`src/rtl/dk_motion_if.sv`:
```
// Sprite motion bundle: raster counters and game controls in,
// sprite position/pose/draw and throw acknowledge out.
interface dk_motion_if;
    logic [9:0] hcount;
    logic [9:0] vcount;
    logic       en;
    logic       throw_req;
    logic [9:0] curr_h;
    logic [9:0] curr_v;
    logic [1:0] sprite_selec;
    logic       bounds_draw;
    logic       throw_ack;

    modport master (
        output hcount, vcount, en, throw_req,
        input  curr_h, curr_v, sprite_selec, bounds_draw, throw_ack
    );

    modport slave (
        input  hcount, vcount, en, throw_req,
        output curr_h, curr_v, sprite_selec, bounds_draw, throw_ack
    );
endinterface

```
`src/rtl/dk_motion.sv`:
```
// Donkey Kong sprite controller: patrols with edge pauses and throws
// barrels on request; all state advances once per raster frame tick.
module dk_motion #(
    parameter int H_MIN        = 32,
    parameter int H_MAX        = 544,
    parameter int H_START      = 32,
    parameter int V_POS        = 40,
    parameter int STEP         = 2,
    parameter int ANIM_FRAMES  = 8,
    parameter int PAUSE_FRAMES = 30,
    parameter int THROW_FRAMES = 16,
    parameter int TICK_H       = 0,
    parameter int TICK_V       = 480
) (
    input  logic       clk,
    input  logic       rst,
    dk_motion_if.slave bus
);
    typedef enum logic [2:0] {
        IDLE, WALK_R, WALK_L, PAUSE, THROW
    } state_t;

    state_t      state_q;
    logic [9:0]  h_q;
    logic [1:0]  sel_q;
    logic        draw_q;
    logic        ack_q;
    logic        dir_q;
    logic        armed_q;
    logic        resume_pause_q;
    logic [15:0] anim_q;
    logic [15:0] frm_q;
    logic        match_q;
    logic        match_qq;

    logic               match;
    logic               tick;
    logic               walking;
    logic               can_throw;
    logic               anim_wrap;
    logic [10:0]        h_sum;
    logic signed [11:0] h_diff;
    logic [9:0]         h_right_d;
    logic [9:0]         h_left_d;

    assign match = (bus.hcount == 10'(TICK_H)) &&
                   (bus.vcount == 10'(TICK_V));
    // Edge detect so a raster point held for several clks ticks once
    assign tick = match_q & ~match_qq;

    assign walking = (state_q == WALK_R) || (state_q == WALK_L);
    assign can_throw = (walking || (state_q == PAUSE)) &&
                       bus.throw_req && armed_q;
    assign anim_wrap = (anim_q == 16'(ANIM_FRAMES - 1));

    assign h_sum = {1'b0, h_q} + 11'(STEP);
    assign h_diff = $signed({2'b00, h_q}) - $signed(12'(STEP));
    assign h_right_d = (h_sum >= 11'(H_MAX)) ? 10'(H_MAX) : h_sum[9:0];
    assign h_left_d = (h_diff <= $signed(12'(H_MIN))) ?
                      10'(H_MIN) : h_diff[9:0];

    always_ff @(posedge clk) begin
        if (rst) begin
            state_q        <= IDLE;
            h_q            <= 10'(H_START);
            sel_q          <= 2'b00;
            draw_q         <= 1'b0;
            ack_q          <= 1'b0;
            dir_q          <= 1'b0;
            armed_q        <= 1'b1;
            resume_pause_q <= 1'b0;
            anim_q         <= '0;
            frm_q          <= '0;
            match_q        <= 1'b0;
            match_qq       <= 1'b0;
        end else begin
            match_q  <= match;
            match_qq <= match_q;
            ack_q    <= 1'b0;
            if (tick) begin
                if (!bus.throw_req) armed_q <= 1'b1;
                if (!bus.en) begin
                    state_q <= IDLE;
                    sel_q   <= 2'b00;
                    draw_q  <= 1'b0;
                end else if (can_throw) begin
                    state_q        <= THROW;
                    frm_q          <= '0;
                    armed_q        <= 1'b0;
                    resume_pause_q <= (state_q == PAUSE);
                    sel_q          <= 2'b01;
                end else begin
                    unique case (state_q)
                        IDLE: begin
                            state_q <= dir_q ? WALK_L : WALK_R;
                            anim_q  <= '0;
                            sel_q   <= 2'b00;
                            draw_q  <= 1'b1;
                        end
                        WALK_R: begin
                            h_q <= h_right_d;
                            if (h_right_d == 10'(H_MAX)) begin
                                state_q <= PAUSE;
                                dir_q   <= 1'b1;
                                frm_q   <= '0;
                                sel_q   <= 2'b00;
                            end else if (anim_wrap) begin
                                anim_q <= '0;
                                sel_q  <= sel_q ^ 2'b01;
                            end else begin
                                anim_q <= anim_q + 16'd1;
                            end
                        end
                        WALK_L: begin
                            h_q <= h_left_d;
                            if (h_left_d == 10'(H_MIN)) begin
                                state_q <= PAUSE;
                                dir_q   <= 1'b0;
                                frm_q   <= '0;
                                sel_q   <= 2'b00;
                            end else if (anim_wrap) begin
                                anim_q <= '0;
                                sel_q  <= sel_q ^ 2'b01;
                            end else begin
                                anim_q <= anim_q + 16'd1;
                            end
                        end
                        PAUSE: begin
                            if (frm_q == 16'(PAUSE_FRAMES - 1)) begin
                                state_q <= dir_q ? WALK_L : WALK_R;
                                anim_q  <= '0;
                                sel_q   <= 2'b00;
                            end else begin
                                frm_q <= frm_q + 16'd1;
                            end
                        end
                        THROW: begin
                            if (frm_q == 16'(THROW_FRAMES - 1)) begin
                                ack_q <= 1'b1;
                                sel_q <= 2'b00;
                                frm_q <= '0;
                                anim_q <= '0;
                                if (resume_pause_q) state_q <= PAUSE;
                                else state_q <= dir_q ? WALK_L : WALK_R;
                            end else begin
                                frm_q <= frm_q + 16'd1;
                            end
                        end
                        default: state_q <= IDLE;
                    endcase
                end
            end
        end
    end

    assign bus.curr_h       = h_q;
    assign bus.curr_v       = 10'(V_POS);
    assign bus.sprite_selec = sel_q;
    assign bus.bounds_draw  = draw_q;
    assign bus.throw_ack    = ack_q;
endmodule
```
`src/flat_wrapper.sv`:
```
// flat-port wrapper written by rule: the top's interface ports become plain ports
module dk_motion_flat 
#(
    parameter int H_MIN        = 32,
    parameter int H_MAX        = 544,
    parameter int H_START      = 32,
    parameter int V_POS        = 40,
    parameter int STEP         = 2,
    parameter int ANIM_FRAMES  = 8,
    parameter int PAUSE_FRAMES = 30,
    parameter int THROW_FRAMES = 16,
    parameter int TICK_H       = 0,
    parameter int TICK_V       = 480
)
  (clk, rst, bus_hcount, bus_vcount, bus_en, bus_throw_req, bus_curr_h, bus_curr_v, bus_sprite_selec, bus_bounds_draw, bus_throw_ack);
  dk_motion_if bus_i ();
  input  logic clk;
  input  logic rst;
  input wire logic [$bits(bus_i.hcount)-1:0] bus_hcount;
  input wire logic [$bits(bus_i.vcount)-1:0] bus_vcount;
  input wire logic [$bits(bus_i.en)-1:0] bus_en;
  input wire logic [$bits(bus_i.throw_req)-1:0] bus_throw_req;
  output wire logic [$bits(bus_i.curr_h)-1:0] bus_curr_h;
  output wire logic [$bits(bus_i.curr_v)-1:0] bus_curr_v;
  output wire logic [$bits(bus_i.sprite_selec)-1:0] bus_sprite_selec;
  output wire logic [$bits(bus_i.bounds_draw)-1:0] bus_bounds_draw;
  output wire logic [$bits(bus_i.throw_ack)-1:0] bus_throw_ack;
  assign bus_i.hcount = bus_hcount;
  assign bus_i.vcount = bus_vcount;
  assign bus_i.en = bus_en;
  assign bus_i.throw_req = bus_throw_req;
  assign bus_curr_h = bus_i.curr_h;
  assign bus_curr_v = bus_i.curr_v;
  assign bus_sprite_selec = bus_i.sprite_selec;
  assign bus_bounds_draw = bus_i.bounds_draw;
  assign bus_throw_ack = bus_i.throw_ack;
  dk_motion #(.H_MIN(H_MIN), .H_MAX(H_MAX), .H_START(H_START), .V_POS(V_POS), .STEP(STEP), .ANIM_FRAMES(ANIM_FRAMES), .PAUSE_FRAMES(PAUSE_FRAMES), .THROW_FRAMES(THROW_FRAMES), .TICK_H(TICK_H), .TICK_V(TICK_V)) u_core (.clk(clk), .rst(rst), .bus(bus_i));
endmodule
```
`config.mk`:
```
export PLATFORM = sky130hd
export DESIGN_NAME = dk_motion_flat
export DESIGN_NICKNAME = d
export VERILOG_FILES = /design/src/rtl/dk_motion_if.sv /design/src/rtl/dk_motion.sv /design/src/flat_wrapper.sv
export SDC_FILE = /design/constraint.sdc
export NUM_CORES = 1
export LEC_CHECK = 0
export ABC_AREA = 1
export BUFFER_PORTS_ARGS = -buffer_cell sky130_fd_sc_hd__buf_2
export CAP_MARGIN = 10
export CORE_MARGIN = 2
export CORE_UTILIZATION = 25
export DETAILED_ROUTE_END_ITERATION = 8
export GPL_TIMING_DRIVEN = 0
export PLACE_DENSITY = 0.47
export SYNTH_ARGS = -nofsm -noshare
export SYNTH_HDL_FRONTEND = slang
export SYNTH_SLANG_ARGS = --single-unit
export TNS_END_PERCENT = 30
```
`constraint.sdc`:
```
create_clock -name clk -period 2.27 [get_ports clk]
set_clock_uncertainty 0.05 [all_clocks]
set_input_delay 0.227 -clock clk [delete_from_list [all_inputs] [get_ports clk]]
set_output_delay 0.227 -clock clk [all_outputs]
set_load 0.01 [all_outputs]
```
After elaboration in Yosys (flattened, before gate mapping)
Index checks and enable logic that the tools add are counted.
{"block": "word_totals", "register_bits": 54, "latch_bits": 0, "ram_bits": 0, "mem_bits_ro": 0, "input_bits": 24, "out_inout_bits": 24, "elab_cells": 112, "n_memories": 0}
{"block": "classes", "n_addsub": 4, "multipliers": 0, "div_mod_pow": 0, "order_cmp": 2, "eq_ne": 26, "n_shift": 0, "muxes": 42, "bitwise_logic": 7, "reduce_logical": 19}
{"operator": "two-way mux 16 bit", "count": 10}
{"operator": "case mux 16 bit (5 select lines)", "count": 1}
{"operator": "case mux 16 bit (4 select lines)", "count": 1}
{"operator": "adder 16 x 1 -> 16 bit, second input constant", "count": 2}
{"operator": "two-way mux 3 bit", "count": 7}
{"operator": "two-way mux 10 bit", "count": 2}
{"operator": "case mux 10 bit (2 select lines)", "count": 1}
{"operator": "== test 16 x 3 -> 1 bit, second input constant", "count": 1}
{"operator": "== test 16 x 4 -> 1 bit, second input constant", "count": 1}
{"operator": "== test 16 x 5 -> 1 bit, second input constant", "count": 1}
{"operator": "case mux 3 bit (5 select lines)", "count": 1}
{"operator": "two-way mux 2 bit", "count": 7}
{"operator": "less-or-equal comparator 12 x 7 -> 1 bit, second input constant", "count": 1}
{"operator": "!= test 2 bit, second input constant", "count": 6}
{"operator": "!= test 4 x 3 -> 1 bit, second input constant", "count": 3}
{"operator": "AND reduction 6 bit", "count": 2}
{"operator": "adder 10 x 2 -> 11 bit, second input constant", "count": 1}
{"operator": ">= comparator 11 x 10 -> 1 bit, second input constant", "count": 1}
{"operator": "subtractor 10 x 2 -> 11 bit, second input constant", "count": 1}
{"operator": "== test 10 bit, second input constant", "count": 1}
{"operator": "== test 10 x 6 -> 1 bit, second input constant", "count": 1}
{"operator": "== test 10 x 9 -> 1 bit, second input constant", "count": 1}
{"operator": "zero test 10 bit", "count": 1}
{"operator": "two-way mux 1 bit", "count": 10}
{"operator": "other kinds (21)", "count": 36}

Depth between registers and ports, before layout
Gate-level depths: netlist (run 1).
{"block": "depth", "depth_word": 8, "depth_mapped": 16, "depth_no_buf": 15}

Worst setup path before layout (run 1)
No wires, ideal clock.
{"block": "synth_path", "kind": "flip-flop to flip-flop", "start": "reg u_core.h_q[2] (netlist: u_core.bus.curr_h[2])", "end": "reg u_core.frm_q[6]", "setup_ns": 0.110, "arrival_time_ns": 1.925, "t_required_ns": 2.110, "slack_ns": 0.185, "path_stages_with_launch": 13, "path_buffers": 1, "synth_period_minus_slack_ns": 2.085, "cell_sequence": "dfxtp_1 > ha_1 > nand3_1 > nand3b_1 > xor2_1 > nand2_2 > nand2_4 > nand3_4 > nand3_4 > buf_6 > nand2_1 > inv_2 > nor2_1"}
{"block": "synth_between", "elab_chain_cells": 6, "word_cells_on_any_way": 11, "cone_classes": "add/sub: 2; order compare: 2; eq/ne: 4; mux: 2; reduce/logical: 1"}
{"element": "start: declaration", "line": "dk_motion.sv:24", "text": "logic [9:0] h_q;"}
{"element": "start signal: assignment", "line": "dk_motion.sv:65", "text": "h_q <= 10'(H_START);"}
{"element": "start signal: assignment", "line": "dk_motion.sv:101", "text": "h_q <= h_right_d;"}
{"element": "start signal: assignment", "line": "dk_motion.sv:115", "text": "h_q <= h_left_d;"}
{"element": "subtractor 10 x 2 -> 11 bit or adder 10 x 2 -> 11 bit (tied branches)", "line": "dk_motion.sv:57, dk_motion.sv:56"}
{"element": "less-or-equal comparator 12 x 7 -> 1 bit or >= comparator 11 x 10 -> 1 bit (tied branches)", "line": "dk_motion.sv:59, dk_motion.sv:58"}
{"element": "two-way mux 10 bit (on tied branches)", "line": "dk_motion.sv:59, dk_motion.sv:58"}
{"element": "== test 10 x 6 -> 1 bit or == test 10 bit (tied branches)", "line": "dk_motion.sv:116, dk_motion.sv:102"}
{"element": "!= test 3 x 2 -> 1 bit (no line)"}
{"element": "AND reduction 6 bit (no line) *"}
{"element": "end signal: assignment", "line": "dk_motion.sv:134", "text": "frm_q <= frm_q + 16'd1;"}
{"element": "end signal: assignment", "line": "dk_motion.sv:146", "text": "frm_q <= frm_q + 16'd1;"}
{"element": "end: declaration", "line": "dk_motion.sv:32", "text": "logic [15:0] frm_q;"}
Mark *: on every way between the ends. The rest lies on a longest branch, timed or not.
A chain may end at the register's enable or synchronous reset.

Worst setup path after layout (run 1)
{"block": "layout_path", "start": "reg u_core.state_q[2]", "end": "reg u_core.h_q[9] (netlist: u_core.bus.curr_h[9])"}
{"block": "layout_between", "elab_chain_cells": 7, "word_cells_on_any_way": 11, "cone_classes": "eq/ne: 3; mux: 1; bitwise: 1; reduce/logical: 6"}
{"element": "start: declaration", "line": "dk_motion.sv:23", "text": "state_t state_q;"}
{"element": "start signal: assignment", "line": "dk_motion.sv:95", "text": "state_q <= dir_q ? WALK_L : WALK_R;"}
{"element": "start signal: assignment", "line": "dk_motion.sv:130", "text": "state_q <= dir_q ? WALK_L : WALK_R;"}
{"element": "start signal: assignment", "line": "dk_motion.sv:144", "text": "else state_q <= dir_q ? WALK_L : WALK_R;"}
{"element": "== test 3 x 1 -> 1 bit or == test 3 x 2 -> 1 bit (tied branches)", "line": "dk_motion.sv:51, dk_motion.sv:93"}
{"element": "logical OR 1 bit", "line": "dk_motion.sv:51", "text": "assign walking = (state_q == WALK_R) || (state_q == WALK_L);"}
{"element": "logical OR 1 bit", "line": "dk_motion.sv:52", "text": "assign can_throw = (walking || (state_q == PAUSE)) &&"}
{"element": "logical AND 1 bit", "line": "dk_motion.sv:52"}
{"element": "logical AND 1 bit", "line": "dk_motion.sv:53", "text": "bus.throw_req && armed_q;"}
{"element": "inverter 1 bit (no line)"}
{"element": "AND reduction 4 bit (no line)"}
Parallel ways exist; a longest one is shown, timed or not.

==> results of run 1 <==
worst max-delay path, cell delays in order (launching register included):
cell and delay [ns]:
dfxtp_1 0.41, inv_2 0.14, nand3_1 0.36, inv_1 0.36
clkbuf_2 0.29, o21ai_0 0.13, o21ai_0 0.23, inv_1 0.06
metal layers:
layer  wire length, µm  up-vias  GRT usage, %
met4               170        0          4.17
met1              5680     1870          19.4
met5                 0        -             0
met3               465       12          2.67
met2              5190       88          21.8
li1                  -     2223             -
registers in the layout (all words and copies together), names as in the netlist, 3 cells and up:
name	cells
u_core.bus.curr_h	10
u_core.frm_q	16
u_core.state_q	3
u_core.anim_q	16
where the power goes:
| group | internal, mW | total, mW | switching, mW |
|---|---|---|---|
| combinational | 0.0350 | 0.0803 | 0.0452 |
| sequential | 0.925 | 0.925 | 0.0000000866 |
| clock | 0.561 | 0.975 | 0.415 |
| total | 1.52 | 1.98 | 0.460 |
per-stage QoR:
step,util (%),cell area (µm²)
floorplan,-,4010
global placement,28.3,4450
detailed placement,28.3,4450
CTS,30.3,4760
global route,31.5,4960
finish,31.5,4960
cell type report:
class	instances	area (µm²)	share of cell area, %
Multi-Input combinational cell	485	2560	51.7
Sequential cell	53	1070	21.7
Inverter	93	352	7.09
Timing Repair Buffer	50	305	6.16
Tap cell	216	270	5.45
Buffer	30	211	4.27
Clock buffer	6	139	2.80
Clock inverter	2	41.3	0.833
worst paths after layout:
path / startpoint / endpoint / slack [ns] / cells past startpoint
setup / recovery: u_core.state_q[2]$_SDFFE_PP0P_ / u_core.bus.curr_h[9]$_SDFFE_PP0P_ / 0.13 / 7
hold / removal: bus_hcount[2] / u_core.match_q$_SDFF_PP0_ / 0.03 / 2
setup reg to reg: u_core.state_q[2]$_SDFFE_PP0P_ / u_core.bus.curr_h[9]$_SDFFE_PP0P_ / 0.13 / 7
hold reg to reg: u_core.match_q$_SDFF_PP0_ / u_core.match_qq$_SDFF_PP0_ / 0.39 / 2
logic make-up after synthesis:
| logic type | after synthesis | share of synthesized area [%] |
|---|---|---|
| AND/OR/NAND/NOR | 397 | 47.0 |
| buffers and inverters | 123 | 13.5 |
| AO/OA/AOI/OAI | 56 | 7.49 |
| flip-flops | 53 | 26.7 |
| XOR/XNOR | 16 | 3.53 |
| adder cells (fa/ha/maj) | 5 | 1.57 |
| other | 2 | 0.189 |
timing repair:
item / in CTS / in global routing
buffers inserted: 7 / 7
gates resized for setup: 16 / 36
setup endpoints to repair: 38 / 47
hold buffers: 0 / 0
pin swaps: 6 / 9
cloned: 0 / 1
layout by cell type, fill, tap and decap left out, drive strengths merged, types with 21 or more instances in the layout:
| master | synthesis | layout |
|---|---|---|
| o21ai | 24 | 24 |
| buf | 21 | 70 |
| a21oi | 24 | 24 |
| inv | 92 | 94 |
| nand2 | 163 | 163 |
| nor2 | 94 | 94 |
| nor3 | 21 | 21 |
| dfxtp | 53 | 53 |
| nand4 | 41 | 41 |
| nand3 | 61 | 61 |
==> metrics.md, run 1 <==
| Metric | Value |
|---|---|
| Status | completed |
| Slew headroom | 51.9% |
| Layout cell share with drive strength beyond 1 | 21.1% |
| Least-Margin Pin Slew | 0.716 ns |
| Grt total ovfl | 0 |
| DRC errors left | 0 |
| Fmax | 0.467 GHz |
| Synth Cell Area | 3980 µm² |
| Crit. End Element | flip-flop |
| Nets | 747 |
| Worst-path clk slew | 0.09 ns |
| H-tree Lvls | 2 |
| Syn avg cell area | 6.10 µm² |
| Synth Warn # | 0 |
| Setup TNS | 0 ns |
| Main synth FF type | dfxtp_1 |
| Setup-failing EPs final | 0 |
| Initial antenna violation count | 0 |
| Critical Path AT | 2.30 ns |
| Share of the synthesized area in the top cell type | 26.7% |
| WL final | 11500 µm |
| Placed Cells | 912 |
| FF+latch count, synth | 53 |
| Seq/Total Area, Yosys | 26.7% |
| Synthesized instance count | 652 |
| CTS tree | built |
| Maximum fanout along the worst path | 10 |
| Worst-Skew Late Latency | 0.32 ns |
| Vias per cell | 4.48 |
| Post-synth EDFFs | 0 |
| Final Hold Vio Count | 0 |
| Most common cell in the netlist | nand2_1 |
| Core area | 15700 µm² |
| Antenna-violating nets left | 0 |
| Initial detailed-routing violation count | 273 |
| Layout fillers | 1735 |
| Antenna Cells | 0 |
| Clock sink total | 53 |
| Setup CP Type | flip-flop to flip-flop |
| DP Worst Slack | -0.329 ns |
| Num rows | 46 |
| First-pass GRT wire length | 18900 µm |
| Largest net degree at the start of global routing | 18 |
| # IOs | 48 |
| Synthesis-to-layout area growth | 24.7% |
| Hold WS | 0.0345 ns |
| GP Congestion | 0.829 |
| Power Density | 400 nW/µm² |
| Leakage | 2.05 nW |
| Chip Height | 130 µm |
| Die area | 16900 µm² |
| Max Root-Sink Buffers | 2 |
| Number of global-route vias before repair | 3780 |
| Most frequent cells after synthesis | nand2_1 (157), nor2_1 (86), inv_1 (73), nand3_1 (57), dfxtp_1 (53) |
| Max VDD drop | 0.262 mV |
| Gr usage total | 13.9% |
| Max Cap Viol | 0 |
| Non-Filler Instances | 935 |
| Vias after detailed routing | 4193 |
| Die X-Extent | 130 µm |
| Avg WL per Cell | 12.3 µm |
| Yosys cell types | 40 |
| Power, Total | 1.98 mW |
| Initial Utilization | 25.3% |
| CP Data Required Time | 2.43 ns |
| DR pass1 iterations | 4 |
| Crit path launch type | flip-flop |
| Cts bufs inserted | 5 |
| Hold Crit Class | primary input to flip-flop |
| Detailed-placement wirelength estimate | 8350 µm |
| Clock Root Buffer | clkbuf_16 |
| Max Transition Viols Final | 0 |
| Port Buffers | 35 |
| Slack of the critical path | 0.130 ns |
| Ys async rst share | 0% |
| Largest area contributor in the netlist | dfxtp_1 |
| Synth top area cells | dfxtp_1 (27%), nand2_1 (15%), nor2_1 (8.1%) |
| Min Tclk post-route | 2.14 ns |
| Final period utilization | 94.3% |
Note: power is estimated with default switching activity, not from simulation.
==> inputs of run 2 (changes only) <==
--- a/config.mk
+++ b/config.mk
@@ -13,6 +13,7 @@
 export DETAILED_ROUTE_END_ITERATION = 8
 export GPL_TIMING_DRIVEN = 0
 export PLACE_DENSITY = 0.47
+export SETUP_SLACK_MARGIN = 0.5
 export SYNTH_ARGS = -nofsm -noshare
 export SYNTH_HDL_FRONTEND = slang
 export SYNTH_SLANG_ARGS = --single-unit
==> constraint.sdc (replaced) <==
create_clock -name clk -period 2.27 [get_ports clk]
set_clock_uncertainty 0.05 [all_clocks]
set_input_delay 0.227 -clock clk [delete_from_list [all_inputs] [get_ports clk]]
set_output_delay 0.227 -clock clk [all_outputs]
set_load 0.05 [all_outputs]
==> run 2 against run 1 <==
Net effect: final area increased by 8.8%; clock power decreased by 6.1%; sequential power about the same; critical path depth increased by 6; final cell count increased by 1.7%; worst hold slack got worse by 0.010 ns; via count increased by 3.2%; combinational power increased by 43%; maximum frequency increased by 3.2%; first-iteration DRC count increased by 16%; critical path type unchanged; largest cell class unchanged.
==> metrics.md, run 2 (synthesis results as in run 1) <==
| Metric | Value |
|---|---|
| WL final | 12100 µm |
| Largest delay share family, worst path | simple AND/OR/NAND/NOR gates |
| Slack of the critical path | 0.197 ns |
| # IOs | 48 |
| Most frequent cells in the layout | nand2_1 (131), nor2_1 (79), inv_1 (68) |
| Antenna Cells | 0 |
| Max VDD drop | 0.285 mV |
| Vias per cell | 4.55 |
| Final period utilization | 91.3% |
| Setup CP Type | flip-flop to flip-flop |
| DR pass1 iterations | 5 |
| Die area | 16900 µm² |
| First-pass GRT wire length | 19300 µm |
| Nets | 763 |
| CTS tree | built |
| WP depth | 13 |
| Synthesis-to-layout area growth | 35.7% |
| Initial detailed-routing violation count | 316 |
| Most used cell, CP | nand2_2 |
| Non-Filler Instances | 951 |
| Worst-Skew Late Latency | 0.31 ns |
| Antenna-violating nets left | 0 |
| Layout cell share with drive strength beyond 1 | 29.7% |
| Largest net degree at the start of global routing | 18 |
| Grt total ovfl | 0 |
| H-tree Lvls | 2 |
| Vias after detailed routing | 4328 |
| Critical Path AT | 2.20 ns |
| Dpl cell area | 4590 µm² |
| Max Transition Viols Final | 0 |
| Max Cap Viol | 0 |
| Crit path launch type | flip-flop |
| Multi-input combinational cell area | 2790 µm² |
| Sequential standard cell area | 1090 µm² |
| RSZ-0062 raised after global routing | true |
| DP Worst Slack | -0.276 ns |
| Clock Root Buffer | clkbuf_16 |
| Number of global-route vias before repair | 3902 |
| Min Tclk post-route | 2.07 ns |
| Initial antenna violation count | 0 |
| Clock sink total | 53 |
| Port Buffers | 35 |
| Chip Height | 130 µm |
| Leakage | 2.18 nW |
| GP Congestion | 0.825 |
| Least-Margin Pin Slew | 0.820 ns |
| Crit. End Element | flip-flop |
| Num rows | 46 |
| Fmax | 0.482 GHz |
| Slowest-stage cell, CP | dfxtp_4 |
| Max Root-Sink Buffers | 2 |
| CP Data Required Time | 2.40 ns |
| Avg WL per Cell | 12.8 µm |
| Status | completed |
| Cts bufs inserted | 5 |
| Worst-path clk slew | 0.08 ns |
| Power Density | 362 nW/µm² |
| Worst Hold Depth | 2 |
| Final Hold Vio Count | 0 |
| Commonest non-fill, non-tap cell in the layout | nand2_1 |
| Initial Utilization | 25.3% |
| Reg2Reg Depth | 13 |
| Gr usage total | 14.2% |
| Design area | 5390 µm² |
| Bufs and invs on worst path | 3 |
| Crit-path cells | ha_4 -> nand3_4 -> nand3b_1 -> xor2_2 -> nand2_2 -> nand3_2 -> nand2_2 -> clkinv_4 -> nand2_8 -> buf_12 -> inv_8 -> nand2_1 -> a21oi_2 |
| DRC errors left | 0 |
| Die X-Extent | 130 µm |
| Placed Cells | 912 |
| Setup-failing EPs final | 0 |
| Slew headroom | 44.9% |
| Layout fillers | 1711 |
| Core area | 15700 µm² |
| Hold Crit Class | primary input to flip-flop |
| Maximum fanout along the worst path | 7 |
| Slowest stage delay, CP | 0.42 ns |
| Detailed-placement wirelength estimate | 8480 µm |
-- run 2: cell count changes in the layout (fill, tap and decap cells not counted), moves of 5 or more --
cell	change
dfxtp_1	-8
buf_6	+5
nand3_1	-6
a21oi_1	-5
nand2_1	-22
a21oi_2	+5
nand2_2	+18
dfxtp_2	+6
buf_4	+8
-- run 2: cell type report --
class | instances | share of cell area [%]
clock inverter | 3 | 0.812
buffer | 30 | 4.45
clock buffer | 5 | 2.32
sequential | 53 | 20.2
inverter | 93 | 6.82
timing repair buffer | 65 | 8.75
tap | 216 | 5.01
multi-input combinational | 486 | 51.6
-- run 2: worst paths after layout --
kind	start	to	slack, ns
worst max-delay path	u_core.bus.curr_h[1]$_SDFFE_PP0P_	u_core.anim_q[13]$_SDFFE_PP0P_	0.20
worst min-delay path	bus_hcount[3]	u_core.match_q$_SDFF_PP0_	0.02
worst max register to register	u_core.bus.curr_h[1]$_SDFFE_PP0P_	u_core.anim_q[13]$_SDFFE_PP0P_	0.20
worst min register to register	u_core.match_q$_SDFF_PP0_	u_core.match_qq$_SDFF_PP0_	0.39
-- run 2: worst register-to-register path, stage by stage (launching register included) --
cell and delay (ns):
dfxtp_4 0.42, ha_4 0.16, nand3_4 0.08, nand3b_1 0.23, xor2_2 0.22, nand2_2 0.12, nand3_2 0.09, nand2_2 0.11
clkinv_4 0.09, nand2_8 0.10, buf_12 0.12, inv_8 0.04, nand2_1 0.06, a21oi_2 0.05
-- run 2: metrics by stage --
stage	power, mW	util [%]	hold slack (ns)	TNS, ns
after floorplan	1.02	-	0.253	0
after global placement	1.06	29.2	0.346	-5.75
after CTS	1.99	32.2	0.0195	0
after detailed placement	1.06	29.2	0.344	-5.17
after global routing	2.03	34.3	0.0335	0
final	1.95	34.3	0.0242	0
-- run 2: routing by layer --
layer	share of wire (%)	GRT usage, %	wire (µm)	vias to the layer above
li1	-	-	-	2259
met3	4.5	2.17	550	5
met5	0	0	0	-
met4	0.60	3.35	73	0
met1	49	20.0	5960	1960
met2	46	22.9	5550	104
-- run 2: report_power, final --
part	leakage, nW	switching, mW	internal, mW
combinational	1.66	0.0798	0.0355
sequential	0.434	0.0000000843	0.923
clock	0.0842	0.392	0.524
-- run 2: what timing repair did --
| action | in CTS | in global routing |
|---|---|---|
| setup endpoints to repair | 48 | 48 |
| hold buffers | 0 | 0 |
| cloned | 0 | 3 |
| setup buffers | 22 | 6 |
| endpoints found under the hold margin | 0 | 0 |
| resized for setup | 42 | 50 |
| pin swaps | 12 | 21 |
==> inputs of run 3 (changes only) <==
--- a/config.mk
+++ b/config.mk
@@ -12,7 +12,9 @@
 export CORE_UTILIZATION = 25
 export DETAILED_ROUTE_END_ITERATION = 8
 export GPL_TIMING_DRIVEN = 0
+export HOLD_SLACK_MARGIN = 0.1
 export PLACE_DENSITY = 0.47
+export RECOVER_POWER = 25
 export SETUP_SLACK_MARGIN = 0.5
 export SYNTH_ARGS = -nofsm -noshare
 export SYNTH_HDL_FRONTEND = slang
==> run 3 against run 2 <==
Net effect: flip-flop and latch count unchanged; power about the same; clock power barely moved; critical path depth stayed put; register-to-register slack hardly changed; final area hardly changed; routed wire length is 0.34% higher; die area did not move; non-clock buffer count grew 2; combinational power about the same; via count increased by 0.32%.
==> metrics.md, run 3 (synthesis results as in run 1) <==
| Metric | Value |
|---|---|
| H-tree Lvls | 2 |
| Setup-failing EPs final | 0 |
| Fmax | 0.482 GHz |
| Met2 routed WL | 5550 µm |
| Design area | 5400 µm² |
| Worst Hold Depth | 4 |
| Setup TNS | 0 ns |
| Routed length on met1 | 5970 µm |
| Commonest non-fill, non-tap cell in the layout | nand2_1 |
| Top Metal Used | met4 |
| Hold WS | 0.249 ns |
| Leakage | 2.14 nW |
| Hold Crit Class | primary input to flip-flop |
| Vias after detailed routing | 4342 |
| Slew headroom | 44.4% |
| # IOs | 48 |
| Crit. End Element | flip-flop |
| Initial detailed-routing violation count | 300 |
| Most frequent cells in the layout | nand2_1 (131), nor2_1 (79), inv_1 (68) |
| Antenna-violating nets left | 0 |
| Non-Filler Instances | 953 |
| Antenna Cells | 0 |
| Critical Path AT | 2.20 ns |
| Maximum fanout along the worst path | 7 |
| Power Density | 362 nW/µm² |
| DRC errors left | 0 |
| RSZ-0062 raised after global routing | true |
| Min Tclk post-route | 2.08 ns |
| Setup CP Type | flip-flop to flip-flop |
| Initial antenna violation count | 0 |
| Dpl cell area | 4590 µm² |
| Status | completed |
| Max VDD drop | 0.285 mV |
| Number of global-route vias before repair | 3918 |
| Hold Path End | u_core.armed_q$_SDFFE_PP1P_ |
| Clock sink total | 53 |
| Avg WL per Cell | 12.8 µm |
| Gr usage total | 14.2% |
| Internal reg-to-reg setup slack | 0.19 ns |
| Max Transition Viols Final | 0 |
| Min-delay src | bus_throw_req |
| Vias per cell | 4.56 |
| Final period utilization | 91.4% |
| First-pass GRT wire length | 19300 µm |
| Reg-to-Reg Start | u_core.bus.curr_h[1]$_SDFFE_PP0P_ |
| Synthesis-to-layout area growth | 35.8% |
| Worst-Skew Late Latency | 0.31 ns |
| Max Cap Viol | 0 |
| Final Hold Vio Count | 0 |
| End of the worst register-to-register path | u_core.anim_q[13]$_SDFFE_PP0P_ |
| Final core utilization | 34.4% |
| Die X-Extent | 130 µm |
| Worst-path clk slew | 0.08 ns |
| Largest net degree at the start of global routing | 18 |
| Grt total ovfl | 0 |
| Reg2Reg Depth | 13 |
| Least-Margin Pin Slew | 0.828 ns |
| Crit path launch type | flip-flop |
| Die area | 16900 µm² |
| WL final | 12200 µm |
| Port Buffers | 35 |
| Placed Cells | 912 |
| Max Root-Sink Buffers | 2 |
| Detailed-placement wirelength estimate | 8480 µm |
| Nets | 765 |
| CP Data Required Time | 2.39 ns |
| Clock Root Buffer | clkbuf_16 |
| Chip Height | 130 µm |
| Initial Utilization | 25.3% |
| GP Congestion | 0.825 |
| WL met3 | 580 µm |
| Layout cell share with drive strength beyond 1 | 27.8% |
| DR pass1 iterations | 5 |
| CTS tree | built |
| Cts bufs inserted | 5 |
| Core area | 15700 µm² |
| Num rows | 46 |
[run 3: cell count changes in the layout (fill, tap and decap cells not counted)]
cell           before  now
dlygate4sd3_1       0    2
clkbuf_1            7   20
buf_2              35   22
[run 3: final cells by class]
cell class | instances | area [µm²]
fill | 1715 | 10300
multi-input combinational | 486 | 2790
sequential | 53 | 1090
timing repair buffer | 67 | 475
inverter | 93 | 368
tap | 216 | 270
buffer | 30 | 240
clock buffer | 5 | 125
clock inverter | 3 | 43.8
[run 3: metal layers]
metal / up-vias / global-route usage [%]
li1: 2264 / -
met1: 1966 / 20.0
met2: 107 / 23.1
met3: 5 / 2.17
met4: 0 / 3.35
met5: - / 0
[run 3: worst max-delay path, cell delays in order, from the launching register on]
cell and delay (ns):
dfxtp_4 0.43, ha_4 0.16, nand3_4 0.08, nand3b_1 0.23, xor2_2 0.22, nand2_2 0.12
nand3_2 0.09, nand2_2 0.11, clkinv_4 0.09, nand2_8 0.10, buf_12 0.12, inv_8 0.04
nand2_1 0.06, a21oi_2 0.05
[run 3: how the worst max path moves through the flow]
stage / start / to / slack [ns] / cells past startpoint
global route: u_core.bus.curr_h[1]$_SDFFE_PP0P_ / u_core.frm_q[7]$_SDFFE_PP0P_ / 0.05 / 11
global placement: u_core.frm_q[0]$_SDFFE_PP0P_ / u_core.anim_q[13]$_SDFFE_PP0P_ / -0.28 / 15
CTS: u_core.bus.curr_h[2]$_SDFFE_PP0P_ / u_core.state_q[0]$_SDFFE_PP0P_ / 0.25 / 12
floorplan: u_core.bus.curr_h[2]$_SDFFE_PP0P_ / u_core.frm_q[6]$_SDFFE_PP0P_ / 0.27 / 12
finish: u_core.bus.curr_h[1]$_SDFFE_PP0P_ / u_core.anim_q[13]$_SDFFE_PP0P_ / 0.19 / 13
detailed placement: u_core.frm_q[0]$_SDFFE_PP0P_ / u_core.anim_q[13]$_SDFFE_PP0P_ / -0.28 / 15
[run 3: where the power goes]
part	leakage, nW	total, mW	switching (mW)	internal [mW]
clock network	0.0842	0.915	0.391	0.524
logic	1.62	0.117	0.0800	0.0366
registers	0.434	0.923	0.0000000847	0.923
[run 3: metrics by stage]
| step | setup slack, ns | power [mW] |
|---|---|---|
| 6_report | 0.194 | 1.95 |
| 5_1_grt | 0.0509 | 2.04 |
| 4_1_cts | 0.246 | 1.99 |
| 3_5_place_dp | -0.276 | 1.06 |
| 3_3_place_gp | -0.280 | 1.06 |
| 2_1_floorplan | 0.269 | 1.02 |
[run 3: repair_timing]
item,CTS,global route
cloned,0,3
buffers inserted,22,6
pin swaps,12,21
endpoints found under the setup margin,48,48
hold buffers,2,0
hold endpoints to repair,1,0
resized for setup,42,50
